$ cat src/rtl/tick_timer_pkg.sv
// tick_timer_pkg
// Shared definitions for the tick_timer block: register addresses, the bit
// positions inside CTRL and STATUS, the FSM state type and a small helper
// for the saturating overrun counter.
// Optional feature macro used by the block: TICK_TIMER_OVERRUN_EN.

package tick_timer_pkg;

  // Register map (2-bit register select)
  localparam logic [1:0] TT_CTRL   = 2'd0;
  localparam logic [1:0] TT_LOAD   = 2'd1;
  localparam logic [1:0] TT_COUNT  = 2'd2;
  localparam logic [1:0] TT_STATUS = 2'd3;

  // CTRL bit positions
  localparam int CTRL_ENABLE_BIT   = 0;
  localparam int CTRL_PERIODIC_BIT = 1;
  localparam int CTRL_IRQ_EN_BIT   = 2;
  localparam int CTRL_WIDTH        = 3;

  // STATUS bit positions
  localparam int STATUS_PENDING_BIT = 0;
  localparam int STATUS_OVERRUN_BIT = 1;
  localparam int OVERRUN_CNT_LSB    = 8;
  localparam int OVERRUN_CNT_MSB    = 15;

  // Countdown FSM states. IDLE and DONE both ignore tick; DONE is only
  // reached by a one-shot expiry, IDLE by reset or an explicit disable.
  typedef enum logic [1:0] {
    IDLE = 2'd0,
    RUN  = 2'd1,
    DONE = 2'd2
  } tt_state_e;

  // Increment that sticks at all-ones instead of wrapping.
  function automatic logic [7:0] sat_inc8(input logic [7:0] value);
    return (value == 8'hFF) ? value : value + 8'd1;
  endfunction

endpackage

$ cat src/rtl/tick_timer_core.sv
// tick_timer_core
// Holds the COUNT register and the IDLE/RUN/DONE countdown FSM.
//
// Ports:
//   clk, rst_n      clock and asynchronous active-low reset
//   tick            one-cycle strobe; decrements COUNT while running
//   ctrl_wr         CTRL register written this cycle
//   ctrl_enable     enable bit of the CTRL write data
//   periodic        current (registered) CTRL.periodic
//   count_wr        COUNT register written this cycle
//   count_data      value written to COUNT
//   load_value      current (registered) LOAD value
//   count           current COUNT
//   expire          one-cycle strobe, high in the cycle an expiring tick
//                   is accepted (combinational, consumed by the top level)

module tick_timer_core
  import tick_timer_pkg::*;
#(
  parameter int WIDTH = 32
) (
  input  logic             clk,
  input  logic             rst_n,
  input  logic             tick,
  input  logic             ctrl_wr,
  input  logic             ctrl_enable,
  input  logic             periodic,
  input  logic             count_wr,
  input  logic [WIDTH-1:0] count_data,
  input  logic [WIDTH-1:0] load_value,
  output logic [WIDTH-1:0] count,
  output logic             expire
);

  tt_state_e        state;
  tt_state_e        state_next;
  logic [WIDTH-1:0] count_next;

  always_ff @(posedge clk or negedge rst_n) begin
    if (!rst_n) begin
      state <= IDLE;
      count <= '0;
    end else begin
      state <= state_next;
      count <= count_next;
    end
  end

  // Priority: disable > (re)enable from IDLE/DONE > COUNT write > tick.
  // A CTRL write with enable=1 while already running does not restart the
  // count, so software can change irq_en/periodic without losing progress.
  always_comb begin
    state_next = state;
    count_next = count;
    expire     = 1'b0;
    if (ctrl_wr && !ctrl_enable) begin
      state_next = IDLE;
    end else if (ctrl_wr && (state != RUN)) begin
      count_next = load_value;
      state_next = RUN;
    end else if (count_wr) begin
      count_next = count_data;
    end else if ((state == RUN) && tick) begin
      if (count == '0) begin
        expire = 1'b1;
        if (periodic) begin
          count_next = load_value;
        end else begin
          state_next = DONE;
        end
      end else begin
        count_next = count - WIDTH'(1);
      end
    end
  end

endmodule

$ cat src/rtl/tick_timer.sv
// tick_timer
// Programmable countdown timer clocked by an upstream tick strobe, with a
// software register interface and a level interrupt held until acknowledged.
//
// Parameters:
//   WIDTH   counter / LOAD width (at least 16)
// Ports:
//   clk, rst_n  clock and asynchronous active-low reset
//   tick        one-cycle strobe from the pulse generator
//   wr_en       register write strobe
//   wr_addr     write register select (CTRL, LOAD, COUNT, STATUS)
//   wr_data     write data
//   rd_addr     read register select
//   rd_data     combinational read of the selected register
//   ack         one-cycle interrupt acknowledge, clears pending
//   irq         registered pending & CTRL.irq_en
// Optional feature macro: TICK_TIMER_OVERRUN_EN adds a sticky overrun flag
// (STATUS bit1) and a saturating overrun counter (STATUS[15:8]).

module tick_timer
  import tick_timer_pkg::*;
#(
  parameter int WIDTH = 32
) (
  input  logic             clk,
  input  logic             rst_n,
  input  logic             tick,
  input  logic             wr_en,
  input  logic [1:0]       wr_addr,
  input  logic [WIDTH-1:0] wr_data,
  input  logic [1:0]       rd_addr,
  output logic [WIDTH-1:0] rd_data,
  input  logic             ack,
  output logic             irq
);

  logic [CTRL_WIDTH-1:0] ctrl_q;
  logic [CTRL_WIDTH-1:0] ctrl_d;
  logic [WIDTH-1:0]      load_q;
  logic                  pending_q;
  logic                  pending_d;
  logic                  irq_q;
  logic [WIDTH-1:0]      count;
  logic                  expire;

  logic ctrl_wr;
  logic load_wr;
  logic count_wr;
  logic status_wr;

  assign ctrl_wr   = wr_en && (wr_addr == TT_CTRL);
  assign load_wr   = wr_en && (wr_addr == TT_LOAD);
  assign count_wr  = wr_en && (wr_addr == TT_COUNT);
  assign status_wr = wr_en && (wr_addr == TT_STATUS);

  tick_timer_core #(
    .WIDTH(WIDTH)
  ) u_core (
    .clk        (clk),
    .rst_n      (rst_n),
    .tick       (tick),
    .ctrl_wr    (ctrl_wr),
    .ctrl_enable(wr_data[CTRL_ENABLE_BIT]),
    .periodic   (ctrl_q[CTRL_PERIODIC_BIT]),
    .count_wr   (count_wr),
    .count_data (wr_data),
    .load_value (load_q),
    .count      (count),
    .expire     (expire)
  );

  // Next CTRL and pending values. The irq flop is fed from these so that
  // irq moves on the same edge as pending/CTRL rather than a cycle later.
  // An expiry always beats a simultaneous ack or write-1-clear.
  always_comb begin
    ctrl_d    = ctrl_wr ? wr_data[CTRL_WIDTH-1:0] : ctrl_q;
    pending_d = pending_q;
    if (expire) begin
      pending_d = 1'b1;
    end else if (ack || (status_wr && wr_data[STATUS_PENDING_BIT])) begin
      pending_d = 1'b0;
    end
  end

  always_ff @(posedge clk or negedge rst_n) begin
    if (!rst_n) begin
      ctrl_q    <= '0;
      load_q    <= '0;
      pending_q <= 1'b0;
      irq_q     <= 1'b0;
    end else begin
      ctrl_q    <= ctrl_d;
      pending_q <= pending_d;
      irq_q     <= pending_d & ctrl_d[CTRL_IRQ_EN_BIT];
      if (load_wr) begin
        load_q <= wr_data;
      end
    end
  end

  assign irq = irq_q;

`ifdef TICK_TIMER_OVERRUN_EN
  logic       overrun_q;
  logic [7:0] overrun_cnt_q;
  logic       overrun_hit;
  logic       overrun_clr;

  assign overrun_hit = expire && pending_q;
  assign overrun_clr = status_wr && wr_data[STATUS_OVERRUN_BIT];

  // A new overrun in the same cycle as a clear restarts the count at 1.
  always_ff @(posedge clk or negedge rst_n) begin
    if (!rst_n) begin
      overrun_q     <= 1'b0;
      overrun_cnt_q <= '0;
    end else if (overrun_hit) begin
      overrun_q     <= 1'b1;
      overrun_cnt_q <= overrun_clr ? 8'd1 : sat_inc8(overrun_cnt_q);
    end else if (overrun_clr) begin
      overrun_q     <= 1'b0;
      overrun_cnt_q <= '0;
    end
  end
`endif

  // Read mux; unused bits of CTRL and STATUS read as zero.
  always_comb begin
    rd_data = '0;
    case (rd_addr)
      TT_CTRL:   rd_data[CTRL_WIDTH-1:0] = ctrl_q;
      TT_LOAD:   rd_data = load_q;
      TT_COUNT:  rd_data = count;
      TT_STATUS: begin
        rd_data[STATUS_PENDING_BIT] = pending_q;
`ifdef TICK_TIMER_OVERRUN_EN
        rd_data[STATUS_OVERRUN_BIT] = overrun_q;
        rd_data[OVERRUN_CNT_MSB:OVERRUN_CNT_LSB] = overrun_cnt_q;
`endif
      end
      default:   rd_data = '0;
    endcase
  end

endmodule

$ cat config.mk
export PLATFORM = sky130hd
export DESIGN_NAME = tick_timer
export DESIGN_NICKNAME = d
export VERILOG_FILES = /design/src/rtl/tick_timer_pkg.sv /design/src/rtl/tick_timer_core.sv /design/src/rtl/tick_timer.sv
export SDC_FILE = /design/constraint.sdc
export NUM_CORES = 1
export LEC_CHECK = 0
export BUFFER_PORTS_ARGS = -buffer_cell sky130_fd_sc_hd__buf_4
export CAP_MARGIN = 15
export CELL_PAD_IN_SITES_DETAIL_PLACEMENT = 0
export CELL_PAD_IN_SITES_GLOBAL_PLACEMENT = 1
export CORE_MARGIN = 5
export CORE_UTILIZATION = 47
export CTS_CLUSTER_DIAMETER = 30
export DETAILED_ROUTE_END_ITERATION = 10
export PLACE_DENSITY_LB_ADDON = 0.1
export REMOVE_ABC_BUFFERS = 1
export SKIP_LAST_GASP = 1
export SLEW_MARGIN = 20
export SYNTH_ARGS = -nofsm -noshare
export SYNTH_HDL_FRONTEND = slang
export SYNTH_SLANG_ARGS = --single-unit
$ cat constraint.sdc
create_clock -name clk -period 9 [get_ports clk]
set_input_delay 1.8 -clock clk [delete_from_list [all_inputs] [get_ports clk]]
set_output_delay 1.8 -clock clk [all_outputs]
set_load 0.005 [all_outputs]
==> impl_metrics.yaml, run 1 <==
run_status:
  outcome: "finished, final reports clean"
critical_path:
  arrival_ns: 3.20
  worstPathRequired_ns: 7.20
  r2r-start: "u_core.count[17]"
  crit_buf_inv: 3
  cpMaxStageDelayCell: "ha_1"
  crit_path_start_kind: "input port"
  crit_chain: "buf_4, inv_1, ha_1, nor2b_1, buf_4"
  path_class: "in -> out"
  critPathCaptureType: "output port"
  critPathMaxFanout: 29
  crit_path_frequent_cell: "buf_4"
  crit_family: "adder cells"
  max_stage_delay_ns: 0.84
  startpoint: "rd_addr[0]"
layout:
  syn2layout_area_growth_pct: 18.26
  nets: 610
  seq_area_sq_um: 1777
  final_util_pct: 56.96
  drive_gt1_share_pct: 25.62
  layout_common_cells: "85 x buf_4, 71 x dfrtp_1, 41 x nor2_1"
  antennaDiodeCount: 0
  multi_input_area_sq_um: 2673
  nFillCells: 924
  mostFrequentLayoutCell: "buf_4"
timing:
  grt_setup_unrepaired: "no"
  setup_viol: 0
  worstMarginPinSlew_ns: 1.001
  period_minus_slack_ns: 4.999
  hold_viol: 0
  fmax_mhz: 200.1
  slew_headroom_pct: 33.29
  skew_ns: 0.01179
  slew_violations: 0
  fin_tns_setup_ns: 0
  timing.final.crit_share_pct: 55.54
  hold-worst-slack_ns: 0.5347
synthesis:
  synth_area_per_cell_sq_um: 9.260
  syn_area_sq_um: 4686
  synth_cells: 506
  ys_types: 57
  ys_seq_elements: 71
  yosysWarnings: 0
  ys_seq_area_share_pct: 37.92
  ys_dominant_reg_cell: "dfrtp_1"
  synth_edf_count: 0
  async_reset_ff_share_pct: 100.0
power_and_ir_drop:
  p_leak_nw: 2.210
  powerDensity_nw_per_um2: 226.7
  vdd_drop_max_mv: 0.09547
global_routing:
  antenna_found_initial: 0
  track_usage_pct: 24.36
  grt_overflow: 0
  grt_most_used_layer: "met2"
  grt.met1_usage_pct: 33.44
  grt_pass1_wl_microns: 22910
  globalRouteMet3Util_pct: 3.641
  use_met2_pct: 40.21
  grt_max_degree: 72
  grt_pass1_vias: 4359
route:
  routedWlPerCell_microns: 20.05
  vias_per_cell: 6.157
  drt_iter0_drc: 344
  drc: 0
  via_count: 4304
  routed_wl_microns: 14010
  firstDrtPassIters: 5
  drtAntennaViolNets: 0
floorplan:
  start_util_pct: 48.16
  dieArea_sq_um: 12070
  die_y_microns: 109.9
  coreArea_sq_um: 9729
  rows: 36
  io_pins: 74
  fp.dieW_microns: 109.9
clock_tree:
  clock_latency_ns: 0.34
  tritoncts: "yes"
  cts_resized: 0
  post-cts-setup-buffer-count: 0
  root_buffer: "clkbuf_8"
  cts-hold-fix-buffers: 0
  cts.sinks: 71
  h-tree-depth: 3
  cts.clk_slew.worst_paths_ns: 0.08
  cts_buffers: 9
  clk_path_buf_depth: 2
job:
  maxCapViolations: 0
worst_hold_path:
  min_path_type: "reg -> reg"
  hp-start: "load_q[9]"
placed_design:
  gp_congestion: 0.8029
  dp_hpwl_microns: 9016
  io_buffers: 73
## report_power, final
| part | switching, mW | leakage [nW] | total, mW | internal, mW |
|---|---|---|---|---|
| clock | 0.123 | 0.123 | 0.310 | 0.187 |
| sequential | 0.144 | 0.836 | 0.557 | 0.414 |
| combinational | 0.190 | 1.25 | 0.390 | 0.200 |
## state kept, by name (all words and copies together), names as in the netlist
register      count
ctrl_q            3
irq               1
load_q           32
pending_q         1
u_core.count     32
u_core.state      2
## cells in the mapped netlist (2+ instances only)
cell,instances,area [sq um]
or4_4,2,22.52
o21ai_0,26,130.1
nor4_1,10,62.56
nor2_1,41,153.9
or4_1,5,37.54
a21oi_1,16,80.08
ha_1,8,100.1
o31ai_1,6,45.04
nor4b_1,5,43.79
a22oi_1,37,277.8
o22ai_1,2,12.51
clkbuf_1,28,105.1
a221oi_1,6,52.55
dfrtp_1,71,1777
buf_1,3,11.26
inv_1,12,45.04
mux2_2,34,382.9
nor2b_1,32,200.2
xor2_1,6,52.55
buf_2,6,30.03
a2bb2oi_1,5,43.79
nor3_2,2,20.02
a31oi_1,3,18.77
o21ai_1,4,20.02
o32ai_1,2,17.52
o31a_1,4,35.03
o221ai_1,12,105.1
nand4b_1,3,26.28
nand3b_1,4,30.03
nand2_1,26,97.59
nor3b_1,3,22.52
nand3_1,7,35.03
a222oi_1,6,60.06
o2bb2ai_1,4,35.03
nand4_1,8,50.05
buf_6,4,45.04
nor3_1,14,70.07
and2_1,3,18.77
xnor2_1,7,61.31
nand2b_1,8,50.05
or3_1,5,31.28
## area by class of cell
cell class                 count  area share, %
clock buffer                  14          3.296
clock inverter                 2          1.084
inverter                      12         0.8128
multi-input combinational    382          48.23
sequential                    71          32.06
tap                          133          3.003
timing repair buffer          85          11.52
## cells by family after synthesis
kind of cell,Yosys count,share of synthesized area (%)
adders and majority gates,8,2.136
xor gates and xnor gates,13,2.430
buffers and inverters,53,5.047
and+or+nand+nor,183,21.58
AOI/OAI and AO/OA,143,22.51
DFF,71,37.92
muxes,35,8.385
## path summary, 6_finish.rpt
| path | endpoint | slack [ns] | cells after the start |
|---|---|---|---|
| setup / recovery | rd_data[13] | 4.00 | 5 |
| hold / removal | load_q[9] | 0.53 | 1 |
| setup reg to reg | u_core.count[23] | 5.58 | 7 |
| hold reg to reg | load_q[9] | 0.53 | 1 |
| max in group asynchronous | load_q[30] | 6.77 | 1 |
| min in group asynchronous | load_q[7] | 1.59 | 1 |
## layer usage
layer  wire length (microns)  share of wire [%]
met1                    6437                 46
met2                    6577                 47
met3                     762                5.4
met4                     235                1.7
met5                       0                  0
## per-stage QoR
step | area [sq um] | setup slack (ns) | cells | total power [mW]
after floorplan | 4494 | 4.262 | 465 | 0.7861
after global placement | 5299 | 3.914 | 683 | 0.9358
after detailed placement | 5299 | 3.793 | 683 | 0.9503
after CTS | 5542 | 3.956 | 699 | 1.261
after global routing | 5542 | 3.826 | 699 | 1.339
final | 5542 | 4.001 | 699 | 1.257
No activity file was read; power rests on OpenSTA's default activity.
==> run 2, diff against run 1 <==
- CORE_UTILIZATION: 47 -> 44
- clock period: 9 -> 4.75 ns (I/O delays scaled with it)
==> run 2 against run 1 <==
Net effect:
- register-to-register slack got worse by 4.2 ns
- count of clock-buffer cells in the layout fell by 1
- power rose by 79%
- sequential share of layout area rose by 0.34 points
- largest cell class unchanged
==> impl_metrics.yaml, run 2 (same netlist as run 1, synthesis figures left out) <==
run_status:
  outcome: "finished, final reports clean"
clock_tree:
  h-tree-depth: 3
  cts_resized: 0
  cts-hold-fix-buffers: 0
  cts.sinks: 71
  cts.clk_slew.worst_paths_ns: 0.07
  tritoncts: "yes"
  root_buffer: "clkbuf_8"
  cts_buffers: 9
  post-cts-setup-buffer-count: 0
  clk_path_buf_depth: 2
  clock_latency_ns: 0.35
route:
  route.met3.wl_microns: 958
  routedWlPerCell_microns: 20.60
  vias_per_cell: 6.183
  firstDrtPassIters: 5
  met2_length_microns: 6784
  drtAntennaViolNets: 0
  wl_met1_microns: 6488
  routed.top_layer: "met4"
  routed_wl_microns: 14420
  via_count: 4328
  drc: 0
  drt_iter0_drc: 355
floorplan:
  start_util_pct: 45.19
  dieArea_sq_um: 12810
  coreArea_sq_um: 10370
  fp.dieW_microns: 113.2
  die_y_microns: 113.2
  io_pins: 74
  rows: 37
timing:
  hold_viol: 0
  slew_headroom_pct: 32.00
  worstMarginPinSlew_ns: 1.012
  grt_setup_unrepaired: "no"
  fmax_mhz: 276.7
  skew_ns: 0.009514
  setup_viol: 0
  period_minus_slack_ns: 3.615
  fin_tns_setup_ns: 0
  timing.final.crit_share_pct: 76.10
  slew_violations: 0
layout:
  top_regs: "load_q: 32 flops, u_core.count: 32 flops, ctrl_q: 3 flops"
  syn2layout_area_growth_pct: 17.01
  layout_common_cells: "84 x buf_4, 71 x dfrtp_1, 41 x nor2_1"
  multi_input_area_sq_um: 2676
  antennaDiodeCount: 0
  seq_area_sq_um: 1777
  mostFrequentLayoutCell: "buf_4"
  nets: 610
  drive_gt1_share_pct: 25.35
  nFillCells: 984
  final_util_pct: 52.87
critical_path:
  worstPathRequired_ns: 3.80
  path_class: "in -> out"
  crit_path_start_kind: "input port"
  arrival_ns: 2.66
  critPathCaptureType: "output port"
  critPathMaxFanout: 19
global_routing:
  grt_pass1_wl_microns: 23410
  grt_pass1_vias: 4398
  antenna_found_initial: 0
  grt_max_degree: 72
  grt_overflow: 0
  track_usage_pct: 22.67
job:
  maxCapViolations: 0
power_and_ir_drop:
  powerDensity_nw_per_um2: 410.8
  p_leak_nw: 2.178
  vdd_drop_max_mv: 0.1837
placed_design:
  gp_congestion: 0.8556
  dp_hpwl_microns: 9479
  io_buffers: 73
worst_hold_path:
  min_path_type: "reg -> reg"
run 2: power breakdown:
group          switching (mW)  internal, mW  total, mW
registers               0.276         0.784       1.06
clock network           0.228         0.213      0.441
logic                   0.366         0.385      0.751
run 2: metrics by stage:
stage / worst slack (ns) / area [sq um] / cells / power [mW] / hold slack [ns]
after CTS: 1.142 / 5483 / 700 / 2.249 / 0.5407
after global routing: 1.005 / 5483 / 700 / 2.388 / 0.5612
after detailed placement: 1.141 / 5319 / 686 / 1.811 / 0.5234
final: 1.135 / 5483 / 700 / 2.252 / 0.5394
after global placement: 1.230 / 5319 / 686 / 1.788 / 0.5142
after floorplan: 1.156 / 4494 / 465 / 1.489 / 0.4788
run 2: final timing paths:
check                                 start                to  slack (ns)  depth (start not counted)
setup / recovery                 rd_addr[1]        rd_data[9]        1.14                          7
hold / removal              u_core.state[0]   u_core.state[0]        0.54                          2
setup reg to reg           u_core.count[15]  u_core.count[24]        1.39                          7
hold reg to reg             u_core.state[0]   u_core.state[0]        0.54                          2
max in group asynchronous             rst_n         ctrl_q[1]        3.36                          1
min in group asynchronous             rst_n         load_q[6]        0.72                          1
run 2: per-layer routing:
layer | global-route usage, % | vias to the layer above
met5 | 0 | -
met4 | 6.330 | 0
met3 | 3.369 | 15
met2 | 37.36 | 158
met1 | 31.08 | 2136
li1 | - | 2019
run 2: worst max-delay path, cell delays in order:
cell     delay (ns)
buf_4          0.13
inv_1          0.09
ha_1           0.77
buf_4          0.36
a22oi_1        0.10
nor2b_1        0.14
buf_4          0.13
run 2: area by class of cell:
type / instances / share of cell area [%]
timing repair buffer: 85 / 11.87
inverter: 12 / 0.8215
sequential: 71 / 32.41
clock inverter: 1 / 0.09128
multi-input combinational: 382 / 48.81
tap: 136 / 3.104
clock buffer: 13 / 2.898
